**src/rtl/issue_scheduler_pkg.sv**
```systemverilog
// Shared definitions for the dual-issue pairing controller: control-word bit
// positions, register-field helpers, slot record and FSM state encoding.
package issue_scheduler_pkg;

  localparam int CTRL_W      = 8;
  localparam int REG_WRITE   = 0;
  localparam int USES_RS1    = 1;
  localparam int USES_RS2    = 2;
  localparam int MEM_READ    = 3;
  localparam int MEM_WRITE   = 4;
  localparam int COND_BRANCH = 5;
  localparam int JAL         = 6;
  localparam int JALR        = 7;

  typedef logic [CTRL_W-1:0] ctrl_t;

  typedef struct packed {
    logic [31:0] inst;
    ctrl_t       ctrl;
    logic [31:0] pc;
  } slot_t;

  typedef enum logic {
    ST_PAIR  = 1'b0,
    ST_SPLIT = 1'b1
  } state_e;

  function automatic logic [4:0] rd_f(input logic [31:0] inst);
    return inst[11:7];
  endfunction

  function automatic logic [4:0] rs1_f(input logic [31:0] inst);
    return inst[19:15];
  endfunction

  function automatic logic [4:0] rs2_f(input logic [31:0] inst);
    return inst[24:20];
  endfunction

  function automatic logic is_mem(input ctrl_t c);
    return c[MEM_READ] | c[MEM_WRITE];
  endfunction

  function automatic logic is_cf(input ctrl_t c);
    return c[COND_BRANCH] | c[JAL] | c[JALR];
  endfunction

endpackage

```
**src/rtl/issue_scheduler_if.sv**
```systemverilog
// Decode-pair input, issue-lane output and control signals of the scheduler.
interface issue_scheduler_if
  import issue_scheduler_pkg::*;
#(
  parameter int COUNT_W = 32
);
  logic               valid_i;
  logic [31:0]        inst0_i, inst1_i;
  ctrl_t              ctrl0_i, ctrl1_i;
  logic [31:0]        pc_0_i, pc_1_i;
  logic               flush_i;
  logic               ex_ready_i;
  logic               issue0_valid_o, issue1_valid_o;
  logic [31:0]        issue0_inst_o, issue1_inst_o;
  ctrl_t              issue0_ctrl_o, issue1_ctrl_o;
  logic [31:0]        issue0_pc_o, issue1_pc_o;
  logic               stall_o;
  logic [COUNT_W-1:0] split_count_o;

  modport master (
    output valid_i, inst0_i, inst1_i, ctrl0_i, ctrl1_i, pc_0_i, pc_1_i,
           flush_i, ex_ready_i,
    input  issue0_valid_o, issue1_valid_o, issue0_inst_o, issue1_inst_o,
           issue0_ctrl_o, issue1_ctrl_o, issue0_pc_o, issue1_pc_o,
           stall_o, split_count_o
  );

  modport slave (
    input  valid_i, inst0_i, inst1_i, ctrl0_i, ctrl1_i, pc_0_i, pc_1_i,
           flush_i, ex_ready_i,
    output issue0_valid_o, issue1_valid_o, issue0_inst_o, issue1_inst_o,
           issue0_ctrl_o, issue1_ctrl_o, issue0_pc_o, issue1_pc_o,
           stall_o, split_count_o
  );
endinterface

```
**src/rtl/issue_scheduler_pair_hazard.sv**
```systemverilog
// Intra-pair hazard detect: RAW on slot 0's destination, structural memory
// and control-flow collisions. WAW is allowed since lane 1 wins at writeback.
module issue_scheduler_pair_hazard
  import issue_scheduler_pkg::*;
#(
  parameter bit ALLOW_DUAL_MEM = 1'b0
) (
  input  logic [31:0] inst0_i,
  input  logic [31:0] inst1_i,
  input  ctrl_t       ctrl0_i,
  input  ctrl_t       ctrl1_i,
  output logic        conflict_o
);
  logic [4:0] rd0;
  logic       raw, mem, cf;

  assign rd0 = rd_f(inst0_i);

  assign raw = ctrl0_i[REG_WRITE] && (rd0 != 5'd0) &&
               ((ctrl1_i[USES_RS1] && (rs1_f(inst1_i) == rd0)) ||
                (ctrl1_i[USES_RS2] && (rs2_f(inst1_i) == rd0)));
  assign mem = !ALLOW_DUAL_MEM && is_mem(ctrl0_i) && is_mem(ctrl1_i);
  assign cf  = is_cf(ctrl0_i) && is_cf(ctrl1_i);

  assign conflict_o = raw | mem | cf;
endmodule

```
**src/rtl/issue_scheduler.sv**
```systemverilog
// Dual-issue pairing controller: owns the issue registers, splits conflicting
// pairs over two cycles by holding slot 1 and stalling the front end.
//
// state    | meaning
// ST_PAIR  | accept a decode pair; issue both or split on conflict
// ST_SPLIT | issue the held slot 1 alone; front end held by stall_o
module issue_scheduler
  import issue_scheduler_pkg::*;
#(
  parameter bit ALLOW_DUAL_MEM = 1'b0,
  parameter int COUNT_W        = 32
) (
  input logic         clk_i,
  input logic         rst_i,
  issue_scheduler_if.slave bus
);
  state_e             state_q, state_d;
  slot_t              lane0_q, lane0_d, lane1_q, lane1_d, hold_q, hold_d;
  logic               v0_q, v0_d, v1_q, v1_d, hold_v_q, hold_v_d;
  logic [COUNT_W-1:0] cnt_q, cnt_d;
  logic               conflict;
  slot_t              slot0, slot1;

  assign slot0 = '{inst: bus.inst0_i, ctrl: bus.ctrl0_i, pc: bus.pc_0_i};
  assign slot1 = '{inst: bus.inst1_i, ctrl: bus.ctrl1_i, pc: bus.pc_1_i};

  issue_scheduler_pair_hazard #(.ALLOW_DUAL_MEM(ALLOW_DUAL_MEM)) u_hazard (
    .inst0_i    (bus.inst0_i),
    .inst1_i    (bus.inst1_i),
    .ctrl0_i    (bus.ctrl0_i),
    .ctrl1_i    (bus.ctrl1_i),
    .conflict_o (conflict)
  );

  always_comb begin
    state_d  = state_q;
    lane0_d  = lane0_q;
    lane1_d  = lane1_q;
    hold_d   = hold_q;
    v0_d     = v0_q;
    v1_d     = v1_q;
    hold_v_d = hold_v_q;
    cnt_d    = cnt_q;
    if (bus.flush_i) begin
      v0_d     = 1'b0;
      v1_d     = 1'b0;
      hold_v_d = 1'b0;
      state_d  = ST_PAIR;
    end else if (bus.ex_ready_i) begin
      case (state_q)
        ST_PAIR: begin
          if (!bus.valid_i) begin
            v0_d = 1'b0;
            v1_d = 1'b0;
          end else if (!conflict) begin
            lane0_d = slot0;
            lane1_d = slot1;
            v0_d    = 1'b1;
            v1_d    = 1'b1;
          end else begin
            lane0_d  = slot0;
            v0_d     = 1'b1;
            v1_d     = 1'b0;
            hold_d   = slot1;
            hold_v_d = 1'b1;
            state_d  = ST_SPLIT;
            cnt_d    = cnt_q + COUNT_W'(1);
          end
        end
        ST_SPLIT: begin
          lane0_d  = hold_q;
          v0_d     = hold_v_q;
          v1_d     = 1'b0;
          hold_v_d = 1'b0;
          state_d  = ST_PAIR;
        end
        default: state_d = ST_PAIR;
      endcase
    end
  end

  always_ff @(posedge clk_i) begin
    if (rst_i) begin
      state_q  <= ST_PAIR;
      lane0_q  <= '0;
      lane1_q  <= '0;
      hold_q   <= '0;
      v0_q     <= 1'b0;
      v1_q     <= 1'b0;
      hold_v_q <= 1'b0;
      cnt_q    <= '0;
    end else begin
      state_q  <= state_d;
      lane0_q  <= lane0_d;
      lane1_q  <= lane1_d;
      hold_q   <= hold_d;
      v0_q     <= v0_d;
      v1_q     <= v1_d;
      hold_v_q <= hold_v_d;
      cnt_q    <= cnt_d;
    end
  end

  assign bus.stall_o        = !bus.ex_ready_i || (state_q == ST_SPLIT);
  assign bus.issue0_valid_o = v0_q;
  assign bus.issue1_valid_o = v1_q;
  assign bus.issue0_inst_o  = lane0_q.inst;
  assign bus.issue1_inst_o  = lane1_q.inst;
  assign bus.issue0_ctrl_o  = lane0_q.ctrl;
  assign bus.issue1_ctrl_o  = lane1_q.ctrl;
  assign bus.issue0_pc_o    = lane0_q.pc;
  assign bus.issue1_pc_o    = lane1_q.pc;
  assign bus.split_count_o  = cnt_q;
endmodule

```
**src/flat_wrapper.sv**
```systemverilog
// flat-port wrapper written by rule: the top's interface ports become plain ports
module issue_scheduler_flat import issue_scheduler_pkg::*;
#(
  parameter bit ALLOW_DUAL_MEM = 1'b0,
  parameter int COUNT_W        = 32
)
  (clk_i, rst_i, bus_valid_i, bus_inst0_i, bus_inst1_i, bus_ctrl0_i, bus_ctrl1_i, bus_pc_0_i, bus_pc_1_i, bus_flush_i, bus_ex_ready_i, bus_issue0_valid_o, bus_issue1_valid_o, bus_issue0_inst_o, bus_issue1_inst_o, bus_issue0_ctrl_o, bus_issue1_ctrl_o, bus_issue0_pc_o, bus_issue1_pc_o, bus_stall_o, bus_split_count_o);
  issue_scheduler_if #(.COUNT_W(COUNT_W)) bus_i ();
  input logic clk_i;
  input logic rst_i;
  input wire logic [$bits(bus_i.valid_i)-1:0] bus_valid_i;
  input wire logic [$bits(bus_i.inst0_i)-1:0] bus_inst0_i;
  input wire logic [$bits(bus_i.inst1_i)-1:0] bus_inst1_i;
  input wire logic [$bits(bus_i.ctrl0_i)-1:0] bus_ctrl0_i;
  input wire logic [$bits(bus_i.ctrl1_i)-1:0] bus_ctrl1_i;
  input wire logic [$bits(bus_i.pc_0_i)-1:0] bus_pc_0_i;
  input wire logic [$bits(bus_i.pc_1_i)-1:0] bus_pc_1_i;
  input wire logic [$bits(bus_i.flush_i)-1:0] bus_flush_i;
  input wire logic [$bits(bus_i.ex_ready_i)-1:0] bus_ex_ready_i;
  output wire logic [$bits(bus_i.issue0_valid_o)-1:0] bus_issue0_valid_o;
  output wire logic [$bits(bus_i.issue1_valid_o)-1:0] bus_issue1_valid_o;
  output wire logic [$bits(bus_i.issue0_inst_o)-1:0] bus_issue0_inst_o;
  output wire logic [$bits(bus_i.issue1_inst_o)-1:0] bus_issue1_inst_o;
  output wire logic [$bits(bus_i.issue0_ctrl_o)-1:0] bus_issue0_ctrl_o;
  output wire logic [$bits(bus_i.issue1_ctrl_o)-1:0] bus_issue1_ctrl_o;
  output wire logic [$bits(bus_i.issue0_pc_o)-1:0] bus_issue0_pc_o;
  output wire logic [$bits(bus_i.issue1_pc_o)-1:0] bus_issue1_pc_o;
  output wire logic [$bits(bus_i.stall_o)-1:0] bus_stall_o;
  output wire logic [$bits(bus_i.split_count_o)-1:0] bus_split_count_o;
  assign bus_i.valid_i = bus_valid_i;
  assign bus_i.inst0_i = bus_inst0_i;
  assign bus_i.inst1_i = bus_inst1_i;
  assign bus_i.ctrl0_i = bus_ctrl0_i;
  assign bus_i.ctrl1_i = bus_ctrl1_i;
  assign bus_i.pc_0_i = bus_pc_0_i;
  assign bus_i.pc_1_i = bus_pc_1_i;
  assign bus_i.flush_i = bus_flush_i;
  assign bus_i.ex_ready_i = bus_ex_ready_i;
  assign bus_issue0_valid_o = bus_i.issue0_valid_o;
  assign bus_issue1_valid_o = bus_i.issue1_valid_o;
  assign bus_issue0_inst_o = bus_i.issue0_inst_o;
  assign bus_issue1_inst_o = bus_i.issue1_inst_o;
  assign bus_issue0_ctrl_o = bus_i.issue0_ctrl_o;
  assign bus_issue1_ctrl_o = bus_i.issue1_ctrl_o;
  assign bus_issue0_pc_o = bus_i.issue0_pc_o;
  assign bus_issue1_pc_o = bus_i.issue1_pc_o;
  assign bus_stall_o = bus_i.stall_o;
  assign bus_split_count_o = bus_i.split_count_o;
  issue_scheduler #(.ALLOW_DUAL_MEM(ALLOW_DUAL_MEM), .COUNT_W(COUNT_W)) u_core (.clk_i(clk_i), .rst_i(rst_i), .bus(bus_i));
endmodule
```
**config.mk**
```make
export PLATFORM = sky130hd
export DESIGN_NAME = issue_scheduler_flat
export DESIGN_NICKNAME = d
export VERILOG_FILES = /design/src/rtl/issue_scheduler_pkg.sv /design/src/rtl/issue_scheduler_if.sv /design/src/rtl/issue_scheduler_pair_hazard.sv /design/src/rtl/issue_scheduler.sv /design/src/flat_wrapper.sv
export SDC_FILE = /design/constraint.sdc
export NUM_CORES = 1
export LEC_CHECK = 0
export CAP_MARGIN = 20
export CORE_ASPECT_RATIO = 0.75
export CORE_MARGIN = 2
export CORE_UTILIZATION = 46
export DETAILED_ROUTE_END_ITERATION = 16
export GPL_TIMING_DRIVEN = 0
export PLACE_DENSITY_LB_ADDON = 0.15
export SKIP_CTS_REPAIR_TIMING = 1
export SYNTH_ARGS = -nofsm -noshare
export SYNTH_HDL_FRONTEND = slang
export SYNTH_SLANG_ARGS = --single-unit
```
**constraint.sdc**
```tcl
create_clock -name clk_i -period 2.06 [get_ports clk_i]
set_input_delay 0.206 -clock clk_i [delete_from_list [all_inputs] [get_ports clk_i]]
set_output_delay 0.206 -clock clk_i [all_outputs]
set_load 0.02 [all_outputs]
```
After elaboration in Yosys (flattened, before gate mapping)

Cells that the tools add are included.

Bits in registers: 252
Output and inout port bits: 179
Word-level logic and storage cells: 58

Add/subtract/negate cells: 1
Equality and inequality tests: 4
Muxes and demuxes: 13
Bitwise logic cells: 11
Reduce and logical (&&, ||, !) cells: 15

Operators with widths:

| kind                                          | count |
|---|---|
| case mux 72 bit (2 select lines)              | 1 |
| two-way mux 72 bit                            | 1 |
| adder 32 x 1 -> 32 bit, second input constant | 1 |
| == test 5 bit                                 | 2 |
| AND reduction 5 bit                           | 2 |
| bitwise OR 1 bit                              | 8 |
| case mux 1 bit (2 select lines)               | 4 |
| two-way mux 1 bit                             | 7 |
| logical AND 1 bit                             | 6 |
| AND reduction 3 bit                           | 2 |
| nonzero test 5 bit                            | 1 |
| NOT 1 bit                                     | 3 |
| logical OR 1 bit                              | 2 |
| != test 2 x 1 -> 1 bit, second input constant | 1 |
| != test 2 bit, second input constant          | 1 |
| OR reduction 2 bit                            | 1 |
| zero test 1 bit                               | 1 |

Longest topological paths before layout

Word-level depth: 9
Depth in mapped cells: 10

Hierarchy

Synthesis repeated with hierarchy kept, for this count alone.

Cell total of the unflattened synthesis: 1164
Area, all modules: 9905.8 sq um

By module, submodules not included:

| module                      | times used | cells an instance | area an instance (sq um) | sequential area each (sq um) |
|---|---|---|---|---|
| issue_scheduler             | 1          | 1144              | 9734.3                   | 5044.8 |
| issue_scheduler_pair_hazard | 1          | 20                | 171.4                    | 0.0 |

Worst setup path after synthesis

OpenSTA, ideal clock, no wires.

Path type: register -> register
Start point: reg u_core.cnt_q[9], in the netlist u_core.bus.split_count_o[9]
End point: reg u_core.cnt_q[28], in the netlist u_core.bus.split_count_o[28]
Setup time: 0.070 ns
Data arrival time: 1.839 ns
Required time: 1.990 ns
Setup slack: 0.151 ns
Cell stages (with the launch flop): 7
Period minus slack after synthesis: 1.909 ns
Path through: dfxtp_1 and4_1 and4_1 nor2b_1 nand3_1 or4_1 a21oi_1

Word-level cells in the longest chain between the ends: 1

Ends and longest elaborated chain:

| element                | line                   | source |
|---|---|---|
| from (decl)            | issue_scheduler.sv:20  | `logic [COUNT_W-1:0] cnt_q, cnt_d;` |
| from (signal assigned) | issue_scheduler.sv:100 | `cnt_q <= cnt_d;` |
| adder 32 x 1 -> 32 bit | issue_scheduler.sv:67  | `cnt_d = cnt_q + COUNT_W'(1);` |

Every way passes these cells.
A chain may end at the register's enable or synchronous reset.

Worst setup path in the final report

Start point: reg u_core.state_q
End point: reg u_core.hold_q[3] (netlist name)

Word-level cells in the longest chain between the ends: 2

Ends and longest elaborated chain:

| element                       | line                  | source |
|---|---|---|
| from (decl)                   | issue_scheduler.sv:17 | `state_e state_q, state_d;` |
| from (signal assigned)        | issue_scheduler.sv:93 | `state_q <= state_d;` |
| NOT 1 bit (no line)           | -                     |  |
| AND reduction 5 bit (no line) | -                     |  |
| to (signal assigned)          | issue_scheduler.sv:96 | `hold_q <= hold_d;` |
| to (decl)                     | issue_scheduler.sv:18 | `slot_t lane0_q, lane0_d, lane1_q, lane1_d, hold_q, hold_d;` |

Every way passes these cells.

==> reports/metrics.cfg <==
[global_route]
grt_usage_pct = 28.4
grt_max_degree = 14
antenna_found_initial = 1
gr-total-overflow = 0
grt_pass1_vias = 9514
grt_pass1_wl_um = 52800

[floorplan]
core_area_sq_mm = 0.0214
dieWidth_um = 175
num_io_pins = 328
dieArea_sq_mm = 0.0232
initial_utilization_pct = 47.5
die_h_um = 133
row_count = 46

[yosys]
synth.avg_cell_area_sq_um = 8.50
synth_ff_type = dfxtp_1
syn_inst = 1193
syn-num-nets = 1343
synth_edf_count = 0
async_flop_share_pct = 0
netlist_area_sq_mm = 0.0101
ys_seq_elements = 252
synth-seq-area-share_pct = 49.8
yosys_warnings = 0
synth.distinct_cells = 46

[cts]
cts.reportedPaths.clkPinSlew_ps = 60
clkSinkCount = 252
numCtsBuffers = 26
cts.path.max_buffers = 3
clock_latency_ps = 540
htreeDepth = 1
cts_tree = yes
clockRootBuffer = clkbuf_16

[finish]
layout_commonest_cell = clkdlybuf4s50_1
drive_gt1_share_pct = 7.68
nets = 1707
final_cell_mix = clkdlybuf4s50_1, nand2_1, dfxtp_1, a21oi_1, nor2_1
areaGrowthSynthToFinish_pct = 46.5
final_cells = 1863
n_antenna_cell = 0

[placement]
port_buffers = 325
dp_hpwl_um = 25200
dpl.cell_count = 1806
gp_congestion = 0.825

[sta]
max_slew_margin_pct = 44.5
hold_slack_ps = -5.00
fin_crit_sh_pct = 96.8
min_period_ps = 1990
finClkSkew_ps = 27.0
timing.fmax_mhz = 501
hold_viol = 1
setup_viol = 0
tightest_slew_ps = 833
drv_slew = 0

[detailed_routing]
drtAntennaViolNets = 0
dr.pass1.iters = 5
routed-via-count = 10000
drc = 0
viasPerCell = 5.38
wl_per_cell_um = 18.6
drt_iter0_drc = 692
wl_um = 34600

[power]
sequentialPowerShare_pct = 46.2
p_leak_nw = 4.98
switching_power_mw = 2.72
vdd_drop_max_mv = 0.582
internal_power_mw = 8.32
pwr-share-clk_pct = 42.1
p_sw_share_pct = 24.6
power.density_mw_per_mm2 = 744
p_comb_share_pct = 11.8
p_total_mw = 11.0

[worst_setup_path]
critical_path_class = flop to flop
cp-end-kind = flop
critPathLaunchType = flop
r2r_start = u_core.state_q$_SDFFE_PP0P_
crit_fanout = 10
cp.arrival_ps = 2450
critPathSlowestCell = a31oi_4
critPathMaxStageDelay_ps = 350
required_ps = 2520
crit_top_cell = buf_6
critPathLaunch = u_core.state_q$_SDFFE_PP0P_
path_cells = buf_6 > nor2b_4 > and3b_1 > buf_6 > and2_4 > a31oi_4 > clkbuf_16 > buf_6 > nand2_1 > a21oi_1

[hold_path]
worstHoldPathType = primary input to flop
hold_start = bus_ex_ready_i

[outcome]
outcome = complete, but fails checks
violations = hold timing

[run]
maxCapViolCount = 0

## critical path, delay by kind of cell (launching register included)
| family | cells | cell delay, ps |
|---|---|---|
| compound gates | 2 | 500 |
| buf+inv | 4 | 650 |
| flops | 1 | 330 |
| simple gates | 4 | 440 |
## cell type report
class	instances	area, sq um
multi-input cells	840	4600
clock inverters	4	58.8
clock buffers	42	771
plain buffers	96	608
fillers	1758	6510
well taps	288	360
flip-flops and latches	252	5050
inverters	5	18.8
repair buffers	336	3380
## per-stage QoR
stage	TNS, ps	setup slack, ps	cell area, sq um	utilization (%)
after global placement	-148610	-788	13700	64.4
after floorplan	0	151	10100	-
after CTS	-71990	-1020	14600	68.3
after global routing	-204	-20.4	14800	69.5
final	0	65.6	14800	69.5
after detailed placement	-154410	-803	13700	64.4
## sequential cells by signal, summed over array words and instances (netlist names)
signal                     cells
u_core.bus.issue0_valid_o      1
u_core.hold_v_q                1
u_core.state_q                 1
u_core.bus.issue1_inst_o      32
u_core.bus.issue1_pc_o        32
u_core.bus.issue0_ctrl_o       8
u_core.bus.issue0_inst_o      32
u_core.bus.issue1_ctrl_o       8
u_core.bus.split_count_o      32
u_core.hold_q                 72
u_core.bus.issue0_pc_o        32
u_core.bus.issue1_valid_o      1
## synthesized netlist by cell type, types with 2 or more instances
library cell  count  area, sq um
buf_2            12         60.1
nand2_1         301         1130
o41ai_1           2         17.5
and3_1            7         43.8
or3_1            16          100
and4_1            3         26.3
o31a_1            2         17.5
dfxtp_1         252         5040
inv_1             5         18.8
a211oi_1         73          548
a21oi_1         175          876
buf_6            18          203
or4_1            13         97.6
o21ai_0          16         80.1
mux2i_1          72          721
clkbuf_1         53          199
a31o_2            2         17.5
nand3_1          15         75.1
nor2b_1           2         12.5
nor3_1            4         20.0
xnor2_1          11         96.3
nor2_1           78          293
buf_1            12         45.0
o31ai_1          10         75.1
and2_1            5         31.3
nand2b_1          3         18.8
nand4_1          12         75.1
## kinds of logic (layout without fill, tap and decap cells)
family,after synthesis,after routing,synth area share (%)
AO/OA/AOI/OAI,293,293,17.5
XOR/XNOR,11,11,0.951
adder cells (fa/ha/maj),1,1,0.123
buffers and inverters,101,483,5.26
flip-flops,252,252,49.8
multiplexers,72,72,7.11
AND/OR/NAND/NOR,463,463,19.3
## per-layer routing
metal  routed length [um]  GRT usage [%]  vias up
met4                  578           6.34        2
met5                   13              0        -
li1                     -              -     4840
met2                15400           45.0      385
met1                15800           39.6     4750
met3                 2760           6.61       39
## worst paths after layout
check	endpoint	slack [ps]	cells past startpoint
max	u_core.hold_q[3]$_SDFFE_PP0P_	70	10
min	u_core.bus.issue0_valid_o$_SDFFE_PP0P_	-5	2
max reg2reg	u_core.hold_q[3]$_SDFFE_PP0P_	70	10
min reg2reg	u_core.bus.issue1_ctrl_o[0]$_SDFFE_PP0P_	450	2
## power by group through the flow
| stage | clock network (mW) | registers, mW | logic, mW |
|---|---|---|---|
| global placement | 0 | 5.20 | 1.24 |
| finish | 4.65 | 5.10 | 1.30 |
| detailed placement | 0 | 5.20 | 1.25 |
| floorplan | 0 | 5.29 | 0.465 |
| CTS | 4.66 | 5.09 | 1.26 |
| global route | 4.88 | 5.11 | 1.39 |
No activity file was read; power rests on OpenSTA's default activity.
